<file path="src/rtl/keyboard_key_tracker.sv">
// Multi-key pressed-state tracker: per-key held state plus press, release and
// timer-driven auto-repeat pulses derived from a make/break scan-code stream.
module keyboard_key_tracker #(
  parameter int NUM_KEYS     = 4,
  parameter int CODE_W       = 8,
  parameter int REPEAT_DELAY = 5,
  parameter int REPEAT_RATE  = 3
) (
  input  logic                       clk,
  input  logic                       reset_n,
  input  logic [NUM_KEYS*CODE_W-1:0] keyCodes,
  input  logic [CODE_W-1:0]          outCode,
  input  logic                       makeBreak,
  input  logic                       code_valid,
  input  logic                       clear,
  output logic [NUM_KEYS-1:0]        pressed,
  output logic [NUM_KEYS-1:0]        press_pulse,
  output logic [NUM_KEYS-1:0]        release_pulse,
  output logic [NUM_KEYS-1:0]        repeat_pulse,
  output logic                       any_pressed
);

  localparam int MAX_TICKS = (REPEAT_DELAY > REPEAT_RATE) ? REPEAT_DELAY : REPEAT_RATE;
  localparam int CNT_W     = (MAX_TICKS < 1) ? 1 : $clog2(MAX_TICKS + 1);

  localparam logic [CNT_W-1:0] CNT_ONE    = CNT_W'(1);
  localparam logic [CNT_W-1:0] DELAY_LAST = CNT_W'(REPEAT_DELAY);
  localparam logic [CNT_W-1:0] RATE_LAST  = CNT_W'(REPEAT_RATE);

  typedef enum logic [1:0] {
    UNPRESSED,
    HELD_DELAY,
    HELD_REPEAT
  } key_state_e;

  logic [NUM_KEYS-1:0] is_make;
  logic [NUM_KEYS-1:0] is_break;
  logic [NUM_KEYS-1:0] held;
  logic [NUM_KEYS-1:0] pressed_next;

  for (genvar i = 0; i < NUM_KEYS; i++) begin : g_key
    key_state_e       state;
    logic [CNT_W-1:0] cnt;
    logic             match;
    logic             press_q;
    logic             release_q;
    logic             repeat_q;

    // Keys sharing a scan code all match the same event and move together.
    assign match        = code_valid && (outCode == keyCodes[i*CODE_W +: CODE_W]);
    assign is_make[i]   = match && makeBreak;
    assign is_break[i]  = match && !makeBreak;
    assign held[i]      = (state != UNPRESSED);

    // Clear beats break beats make; a make on a held key changes nothing.
    assign pressed_next[i] = clear   ? 1'b0 :
                             held[i] ? !is_break[i] :
                                       is_make[i];

    assign press_pulse[i]   = press_q;
    assign release_pulse[i] = release_q;
    assign repeat_pulse[i]  = repeat_q;

    always_ff @(posedge clk or negedge reset_n) begin
      if (!reset_n) begin
        state     <= UNPRESSED;
        cnt       <= '0;
        press_q   <= 1'b0;
        release_q <= 1'b0;
        repeat_q  <= 1'b0;
      end else begin
        // NOTE: non-blocking assignments so every read below sees the pre-edge
        // state; pulses default low and only the firing branch raises one.
        press_q   <= 1'b0;
        release_q <= 1'b0;
        repeat_q  <= 1'b0;

        if (clear || is_break[i]) begin
          // A release cancels any repeat that would have fired this cycle.
          if (held[i]) begin
            state     <= UNPRESSED;
            cnt       <= '0;
            release_q <= 1'b1;
          end
        end else begin
          case (state)
            UNPRESSED: begin
              if (is_make[i]) begin
                state   <= HELD_DELAY;
                cnt     <= CNT_ONE;
                press_q <= 1'b1;
              end
            end
            HELD_DELAY: begin
              // With no delay configured the key parks here with the timer frozen.
              if (REPEAT_DELAY != 0) begin
                if (cnt == DELAY_LAST) begin
                  state    <= HELD_REPEAT;
                  cnt      <= CNT_ONE;
                  repeat_q <= 1'b1;
                end else begin
                  cnt <= cnt + CNT_ONE;
                end
              end
            end
            HELD_REPEAT: begin
              if (cnt == RATE_LAST) begin
                cnt      <= CNT_ONE;
                repeat_q <= 1'b1;
              end else begin
                cnt <= cnt + CNT_ONE;
              end
            end
            default: begin
              state <= UNPRESSED;
              cnt   <= '0;
            end
          endcase
        end
      end
    end
  end

  // Held state and its OR are registered from the same next-state term so
  // any_pressed never lags pressed.
  always_ff @(posedge clk or negedge reset_n) begin
    if (!reset_n) begin
      pressed     <= '0;
      any_pressed <= 1'b0;
    end else begin
      pressed     <= pressed_next;
      any_pressed <= |pressed_next;
    end
  end

endmodule
</file>
<file path="config.mk">
export PLATFORM = sky130hd
export DESIGN_NAME = keyboard_key_tracker
export DESIGN_NICKNAME = d
export VERILOG_FILES = /design/src/rtl/keyboard_key_tracker.sv
export SDC_FILE = /design/constraint.sdc
export NUM_CORES = 1
export LEC_CHECK = 0
export ABC_CLOCK_PERIOD_IN_PS = 3540
export CAP_MARGIN = 20
export CORE_MARGIN = 2
export CORE_UTILIZATION = 55
export DETAILED_ROUTE_END_ITERATION = 12
export PLACE_DENSITY_LB_ADDON = 0.15
export RECOVER_POWER = 25
export SETUP_SLACK_MARGIN = 0.02
export SLEW_MARGIN = 20
export SYNTH_ARGS = -nofsm -noshare
export SYNTH_HDL_FRONTEND = slang
export SYNTH_SLANG_ARGS = --single-unit
</file>
<file path="constraint.sdc">
create_clock -name clk -period 3.54 [get_ports clk]
set_input_delay 0.531 -clock clk [delete_from_list [all_inputs] [get_ports clk]]
set_output_delay 0.531 -clock clk [all_outputs]
set_load 0.05 [all_outputs]
</file>
Word level (Yosys, flattened, before mapping)
Cells that the tools add are included.

Register bits after elaboration: 37. Word-level logic and storage cells: 188. Output and inout port bits: 17.

Reductions and logical operators: 38. Add/subtract/negate cells: 4. Mux-type cells: 88. Equality and inequality tests: 36.

Operators with widths (count): 2-to-1 mux 3 bit (20); 2-to-1 mux 1 bit (40); case mux 3 bit (3 select lines) (4); equality test 8 bit (4); 2-to-1 mux 2 bit (16); inequality test 3 bit (second input constant) (8); case mux 2 bit (3 select lines) (4); inequality test 2 bit (second input constant) (8); AND reduction 4 bit (4); adder 3 x 1 -> 3 bit (second input constant) (4); equality test 3 x 2 -> 1 bit (second input constant) (4); equality test 3 bit (second input constant) (4); logical AND 1 bit (12); equality test 2 x 1 -> 1 bit (second input constant) (4); equality test 2 bit (second input constant) (4); zero test 2 bit (4); case mux 1 bit (2 select lines) (4); AND reduction 2 bit (4); nonzero test 2 bit (4); zero test 1 bit (5); logical OR 1 bit (4); OR reduction 4 bit (1).

Logic depth before layout (Yosys ltp)
Gate-level depths: netlist of run 1.

Word-level depth: 7. Mapped depth: 7. Gate-level depth less buffers: 7.

Worst setup path before layout of run 1
No wires, ideal clock.

Path type: input port to flip-flop. Start: in outCode[3]. End: reg any_pressed. Arrival time: 2.306 ns. Cell stages on the path: 5. Buffers on the path: 0. Slack: 1.095 ns. Cell sequence: xor2_1 > or4_4 > nor4_4 > mux2_4 > or4_1.

Cells in the longest elaborated chain, start to end: 7. Elaborated cells on any way between the ends: 29.

RTL lines: start: declaration (RTL line 12) `input logic [CODE_W-1:0] outCode,`; equality test 8 bit * (RTL line 50) `assign match = code_valid && (outCode == keyCodes[i*CODE_W +: CODE_W]);`; logical AND 1 bit * (RTL line 50); logical AND 1 bit (RTL line 52) `assign is_break[i] = match && !makeBreak;`; zero test 1 bit (RTL line 57) `held[i] ? !is_break[i] :`; 2-to-1 mux 1 bit * (RTL line 57); 2-to-1 mux 1 bit * (RTL line 56) `assign pressed_next[i] = clear ? 1'b0 :`; named net pressed_next[2] (RTL line 39) `logic [NUM_KEYS-1:0] pressed_next;`; OR reduction 4 bit * (RTL line 132) `any_pressed <= |pressed_next;`; end signal: assignment (RTL line 132); end: declaration (RTL line 20) `output logic any_pressed`.

Mark *: on every way through the listed nets, which the timed path passes. The rest lies on a longest branch. A chain may end at the register's enable or synchronous reset.

Worst setup path after layout of run 1
Same ends and word-level chain as after synthesis.

==> results of run 1 <==
kinds of logic (layout without fill, tap and decap cells):
kind of cell	count (synthesis)	in the layout	share of synthesized area
AND/OR/NAND/NOR	76	76	0.1511
multiplexers	4	4	0.01649
buffers and inverters	44	101	0.07490
XOR/XNOR	32	32	0.09986
flip-flops	37	37	0.3299
AO/OA/AOI/OAI	59	59	0.1627
adder cells (fa/ha/maj)	37	37	0.1650
cell usage after synthesis (2+ instances only):
cell type and number:
a21o_1 2, a21oi_1 12, a221oi_1 2, a22o_1 5, a31oi_1 5, a32o_1 14
and3_1 5, and4_1 2, buf_4 12, clkbuf_1 2, dfrtp_1 37, ha_1 37
inv_1 30, mux2i_1 2, nand2_1 21, nand2b_1 5, nand3_1 3, nand4_1 4
nor2_1 15, nor3_1 3, nor4_1 3, nor4_2 2, o21a_1 2, o21ai_0 5
o31ai_1 2, o41ai_1 2, or2_2 2, or3_1 2, or4_1 2, xnor2_1 16
xor2_1 16
metrics by stage:
| stage | instances | utilization | area (µm²) |
|---|---|---|---|
| floorplan | 289 | - | 2806 |
| global placement | 405 | 0.7086 | 3413 |
| detailed placement | 405 | 0.7086 | 3413 |
| CTS | 413 | 0.7364 | 3547 |
| global route | 413 | 0.7361 | 3546 |
| finish | 413 | 0.7361 | 3546 |
state kept, by name (all words and copies together) (netlist names):
| register | count |
|---|---|
| any_pressed | 1 |
| g_key.cnt | 12 |
| g_key.press_q | 4 |
| g_key.release_q | 4 |
| g_key.repeat_q | 4 |
| g_key.state | 8 |
| pressed | 4 |
worst max path at each step:
stage / from / slack [ns] / end / cells past startpoint
finish: outCode[3] / 0.68 / any_pressed$_DFF_PN0_ / 6
global route: outCode[3] / 0.62 / any_pressed$_DFF_PN0_ / 6
CTS: outCode[3] / 0.70 / any_pressed$_DFF_PN0_ / 6
detailed placement: outCode[3] / 0.38 / any_pressed$_DFF_PN0_ / 6
global placement: outCode[3] / 0.44 / any_pressed$_DFF_PN0_ / 6
floorplan: outCode[3] / 1.10 / any_pressed$_DFF_PN0_ / 5
where the power goes:
part | leakage [µW] | switching [µW] | internal [µW]
sequential | 0.000508 | 50.4 | 472
combinational | 0.000988 | 274 | 210
clock | 0.0000681 | 161 | 280
total | 0.00156 | 485 | 962
final cells by class:
cell class | count | area share
inverter | 30 | 0.03176
timing repair buffer | 63 | 0.1747
tap | 67 | 0.02364
clock buffer | 5 | 0.01941
clock inverter | 3 | 0.01835
multi-input combinational | 208 | 0.4711
sequential | 37 | 0.2611
metal layers:
| metal | GRT usage | part of all wire |
|---|---|---|
| met5 | 0 | 0 |
| met1 | 0.2998 | 0.44 |
| met4 | 0.05848 | 0.010 |
| met3 | 0.05026 | 0.059 |
| met2 | 0.4135 | 0.49 |
==> reports/qor.yml, run 1 <==
die_w_um: 75.43
crit_type: "in -> reg"
p_total_uw: 1447
clk_latency_ns: 0.29
layout-drive-gt1-share: 0.06358
start_util: 0.5826
relSlewSlack: -0.3595
nNetsFinal: 427
final_common_cell: "clkdlybuf4s50_1"
clk_pin_slew_ns: 0.08
cp_top_family: "simple AND/OR/NAND/NOR gates"
globalRouteOverflowTotal: 0
synth_top_area_cell: "dfrtp_1"
grt_pass1_vias: 2131
async_reset_ff_frac: 1.000
rows: 25
postCtsSetupBuffers: 0
multi_input_area_um2: 1670
yosys.area.top_type_share: 0.3299
synthCells: 289
vdd_ir_drop_max_v: 0.0002083
ys_ff_latch: 37
end_kind: "flop"
first_pass_iters: 4
cap_violations: 1
syn-cell-area_um2: 2806
crit_fanout: 6
cts_tree: "built"
fin_ws_ns: 0.6804
wire_per_inst_um: 14.92
hold_viol: 0
drc_errors: 0
worstPathRequired_ns: 3.70
fill_cells: 376
track_usage: 0.2370
antenna_found_initial: 0
first_iter_violations: 110
routed_wl_um: 6160
avgSynthCellArea_um2: 9.711
p_per_area_nw_per_um2: 408.2
status: "finished with violations"
htreeDepth: 2
grt_start_max_net_pins: 38
min_period_ns: 2.860
tns_ns: 0
power_leakage_uw: 0.001565
violations: "capacitance limit, slew limit"
skew_ns: 0.003578
min_path_cells: 1
whs_ns: 0.5276
ctsHoldBuffers: 0
fmax_mhz: 349.7
synth_nets: 371
reg2reg_depth: 5
vias: 2253
pin_count: 62
antenna_cells: 0
gp_congestion: 0.8659
hp-start: "g_key[1].cnt[1]$_DFFE_PN0P_"
numCtsBuffers: 5
path_buf_inv: 1
path_cells: "clkdlybuf4s50_1 -> xor2_1 -> or4_4 -> nor4_4 -> mux2_4 -> or4_1"
io_buffers: 61
place_hpwl_um: 4963
pre_cts_ws_ns: 0.3828
ant_nets: 0
synth_cell_types: 48
die_h_um: 75.43
yosysWarnings: 0
rrSetupSlack_ns: 1.68
setup_viol: 0
finalMaxSlewViolations: 38
hold_end: "g_key[1].cnt[1]$_DFFE_PN0P_"
ctsResizeCount: 0
synth-edff-count: 0
die_area_um2: 5690
regArea_um2: 925.9
vias_per_cell: 5.455
area_delta_synth_final_pct: 26.35
yosysSeqAreaShare: 0.3299
crit_path_max_incr_delay_ns: 0.56
period_share: 0.8078
grt_pass1_wl_um: 10130
ys.flop_type: "dfrtp_1"
critPathSlowestCell: "or4_4"
core_area_um2: 4817
cts_buffer_depth: 2
cts_root_buf: "clkbuf_8"
layout_common_cells: "60 x clkdlybuf4s50_1, 37 x ha_1, 37 x dfrtp_1, 30 x inv_1, 21 x nand2_1"
cts.sinks: 37
hp-class: "reg -> reg"
cp-start-kind: "input pin"
critPathArrivalTime_ns: 3.02
rsz0062_at_grt: "no"
synth.area.top_cells: "dfrtp_1 33%, ha_1 16%, a32o_1 5.0%, xnor2_1 5.0%, xor2_1 5.0%"
reg2reg_from: "g_key[2].state[0]$_DFFE_PN0P_"
worstMarginPinSlew_ns: 2.039
rr_endpoint: "any_pressed$_DFF_PN0_"
No activity file was read; power rests on OpenSTA's default activity.
==> run 2, diff against run 1 <==
ABC_CLOCK_PERIOD_IN_PS = 2600   (was 3540)
CORE_UTILIZATION = 46   (was 55)
clock period = 2.6 ns   (was 3.54 ns; I/O delays follow)
==> reports/qor.yml, run 2 (synthesis results as in run 1) <==
crit_type: "in -> reg"  # unchanged
critPathSlowestCell: "or4_4"  # unchanged
first_pass_iters: 4  # unchanged
hp-class: "reg -> reg"  # unchanged
die_w_um: 82.11  # was 75.43 µm
grt_pass1_wl_um: 10450  # was 10130 µm
ctsHoldBuffers: 0  # unchanged
die_h_um: 82.11  # was 75.43 µm
layout_common_cells: "60 x clkdlybuf4s50_1, 37 x ha_1, 37 x dfrtp_1, 30 x inv_1, 21 x nand2_1"  # unchanged
numCtsBuffers: 5  # unchanged
layout-drive-gt1-share: 0.09972  # was 0.06358
rrSetupSlack_ns: 0.80  # was 1.68 ns
grtUsageMet2: 0.3398  # was 0.4135
die_area_um2: 6742  # was 5690 µm²
start_util: 0.4740  # was 0.5826
grt_util_met3: 0.04130  # was 0.05026
reg2reg_depth: 5  # unchanged
vias: 2291  # was 2253
drc_errors: 0  # unchanged
postCtsSetupBuffers: 0  # unchanged
end_kind: "flop"  # unchanged
p_per_area_nw_per_um2: 496.8  # was 408.2 nW/µm²
reg2reg_from: "g_key[2].state[0]$_DFFE_PN0P_"  # unchanged
clockPowerShare: 0.225  # was 0.305
core_area_um2: 5921  # was 4817 µm²
setup_viol: 0  # unchanged
regMostFlops: "g_key.cnt"  # unchanged
rr_endpoint: "any_pressed$_DFF_PN0_"  # unchanged
area_delta_synth_final_pct: 29.29  # was 26.35%
ctsResizeCount: 0  # unchanged
hp-start: "g_key[3].cnt[1]$_DFFE_PN0P_"  # was g_key[1].cnt[1]$_DFFE_PN0P_
violations: "capacitance limit, slew limit"  # unchanged
grt_pass1_vias: 2315  # was 2131
cts_root_buf: "clkbuf_8"  # unchanged
skew_ns: 0.004326  # was 0.003578 ns
pin_count: 62  # unchanged
power_leakage_uw: 0.001621  # was 0.001565 µW
path_cells: "clkdlybuf4s50_1 -> xor2_1 -> or4_4 -> nor4_4 -> mux2_4 -> or4_1"  # unchanged
grt_start_max_net_pins: 38  # unchanged
cap_violations: 1  # unchanged
min_path_cells: 2  # was 1
min_period_ns: 2.493
status: "finished with violations"  # unchanged
cp-start-kind: "input pin"  # unchanged
rows: 28  # was 25
hold_end: "g_key[3].cnt[1]$_DFFE_PN0P_"  # was g_key[1].cnt[1]$_DFFE_PN0P_
crit_path_max_incr_delay_ns: 0.55  # was 0.56 ns
fmax_mhz: 401.1
worstMarginPinSlew_ns: 2.016  # was 2.039 ns
cts.sinks: 37  # unchanged
cts_tree: "built"  # unchanged
io_buffers: 61  # unchanged
routed_wl_um: 6207  # was 6160 µm
clk_latency_ns: 0.28  # was 0.29 ns
p_comb_frac: 0.382  # was 0.334
ant_nets: 0  # unchanged
htreeDepth: 2  # unchanged
worstPathRequired_ns: 2.75  # was 3.70 ns
switching_power_uw: 641.8  # was 485.3 µW
vias_per_cell: 5.255  # was 5.455
globalRouteOverflowTotal: 0  # unchanged
first_iter_violations: 90  # was 110
fin_util: 0.6128  # was 0.7361
finalMaxSlewViolations: 38  # unchanged
critPathArrivalTime_ns: 2.65  # was 3.02 ns
nNetsFinal: 443  # was 427
top_regs: "g_key.cnt (12), g_key.state (8)"  # unchanged
rsz0062_at_grt: "no"  # unchanged
track_usage: 0.2032  # was 0.2370
swShare: 0.3560  # was 0.3353
clk_pin_slew_ns: 0.07  # was 0.08 ns
antenna_cells: 0  # unchanged
fin_ws_ns: 0.1070  # was 0.6804 ns
cts_buffer_depth: 2  # unchanged
crit_fanout: 2  # was 6
busiest_layer: "met2"  # unchanged
placed_cells: 429  # was 405
hold_viol: 0  # unchanged
gp_congestion: 0.8363  # was 0.8659
final_area_um2: 3628  # was 3546 µm²
place_hpwl_um: 5050  # was 4963 µm
seqPwrFrac: 0.393  # was 0.361
pre_cts_ws_ns: -0.2116  # was 0.3828 ns
final_common_cell: "clkdlybuf4s50_1"  # unchanged
use_met1: 0.2596  # was 0.2998
p_total_uw: 1803  # was 1447 µW
cp_top_family: "simple AND/OR/NAND/NOR gates"  # unchanged
place_area_um2: 3543  # was 3413 µm²
wire_per_inst_um: 14.24  # was 14.92 µm
largest_reg_flops: 12  # unchanged
instances_no_fill: 436  # was 413
internal_power_uw: 1161  # was 962.1 µW
relSlewSlack: -0.3442  # was -0.3595
antenna_found_initial: 0  # unchanged
period_share: 0.9588
path_buf_inv: 1  # unchanged
vdd_ir_drop_max_v: 0.0003003  # was 0.0002083 V
-- run 2: changes by cell type in the layout (fill, tap and decap cells not counted) --
| cell | before | now |
|---|---|---|
| clkbuf_1 | 1 | 2 |
| bufinv_16 | 2 | 0 |
| clkbuf_8 | 5 | 6 |
| buf_4 | 2 | 18 |
| clkinv_2 | 1 | 0 |
-- run 2: how the worst max path moves through the flow --
stage	slack, ns	to	cells past startpoint	from
5_1_grt	0.06	any_pressed$_DFF_PN0_	6	outCode[3]
2_1_floorplan	0.30	any_pressed$_DFF_PN0_	5	outCode[3]
6_report	0.11	any_pressed$_DFF_PN0_	6	outCode[3]
4_1_cts	0.09	any_pressed$_DFF_PN0_	6	outCode[3]
3_5_place_dp	-0.21	any_pressed$_DFF_PN0_	6	outCode[3]
3_3_place_gp	-0.15	any_pressed$_DFF_PN0_	6	outCode[3]
-- run 2: metrics by stage --
step           hold slack, ns  setup TNS [ns]
2_1_floorplan         0.09441               0
3_3_place_gp           0.4883         -0.2277
3_5_place_dp           0.5018         -0.5072
4_1_cts                0.2704               0
5_1_grt                0.5477               0
6_report               0.5145               0
-- run 2: worst min-delay path: cells and delay by family, from the launching register on --
family	cells	cell delay (ns)
and+or+nand+nor	1	0.06
AOI/OAI and AO/OA	1	0.05
DFF	1	0.37
-- run 2: cell type report --
type | count | area (µm²)
fillers | 540 | 2292
well taps | 75 | 93.84
multi-input cells | 208 | 1670
repair buffers | 79 | 739.5
inverters | 30 | 112.6
flip-flops and latches | 37 | 925.9
clock buffers | 7 | 86.33
-- run 2: layer usage --
layer / vias to the layer above / part of all wire
li1: 1153 / -
met1: 1051 / 0.45
met2: 77 / 0.47
met3: 10 / 0.054
met4: 0 / 0.020
met5: - / 0
-- run 2: power by group through the flow --
stage          logic [µW]  clock network (µW)  registers, µW
5_1_grt               771                 445            721
4_1_cts               695                 421            709
2_1_floorplan         400                   0            747
6_report              688                 406            709
3_3_place_gp          670                   0            717
3_5_place_dp          690                   0            720
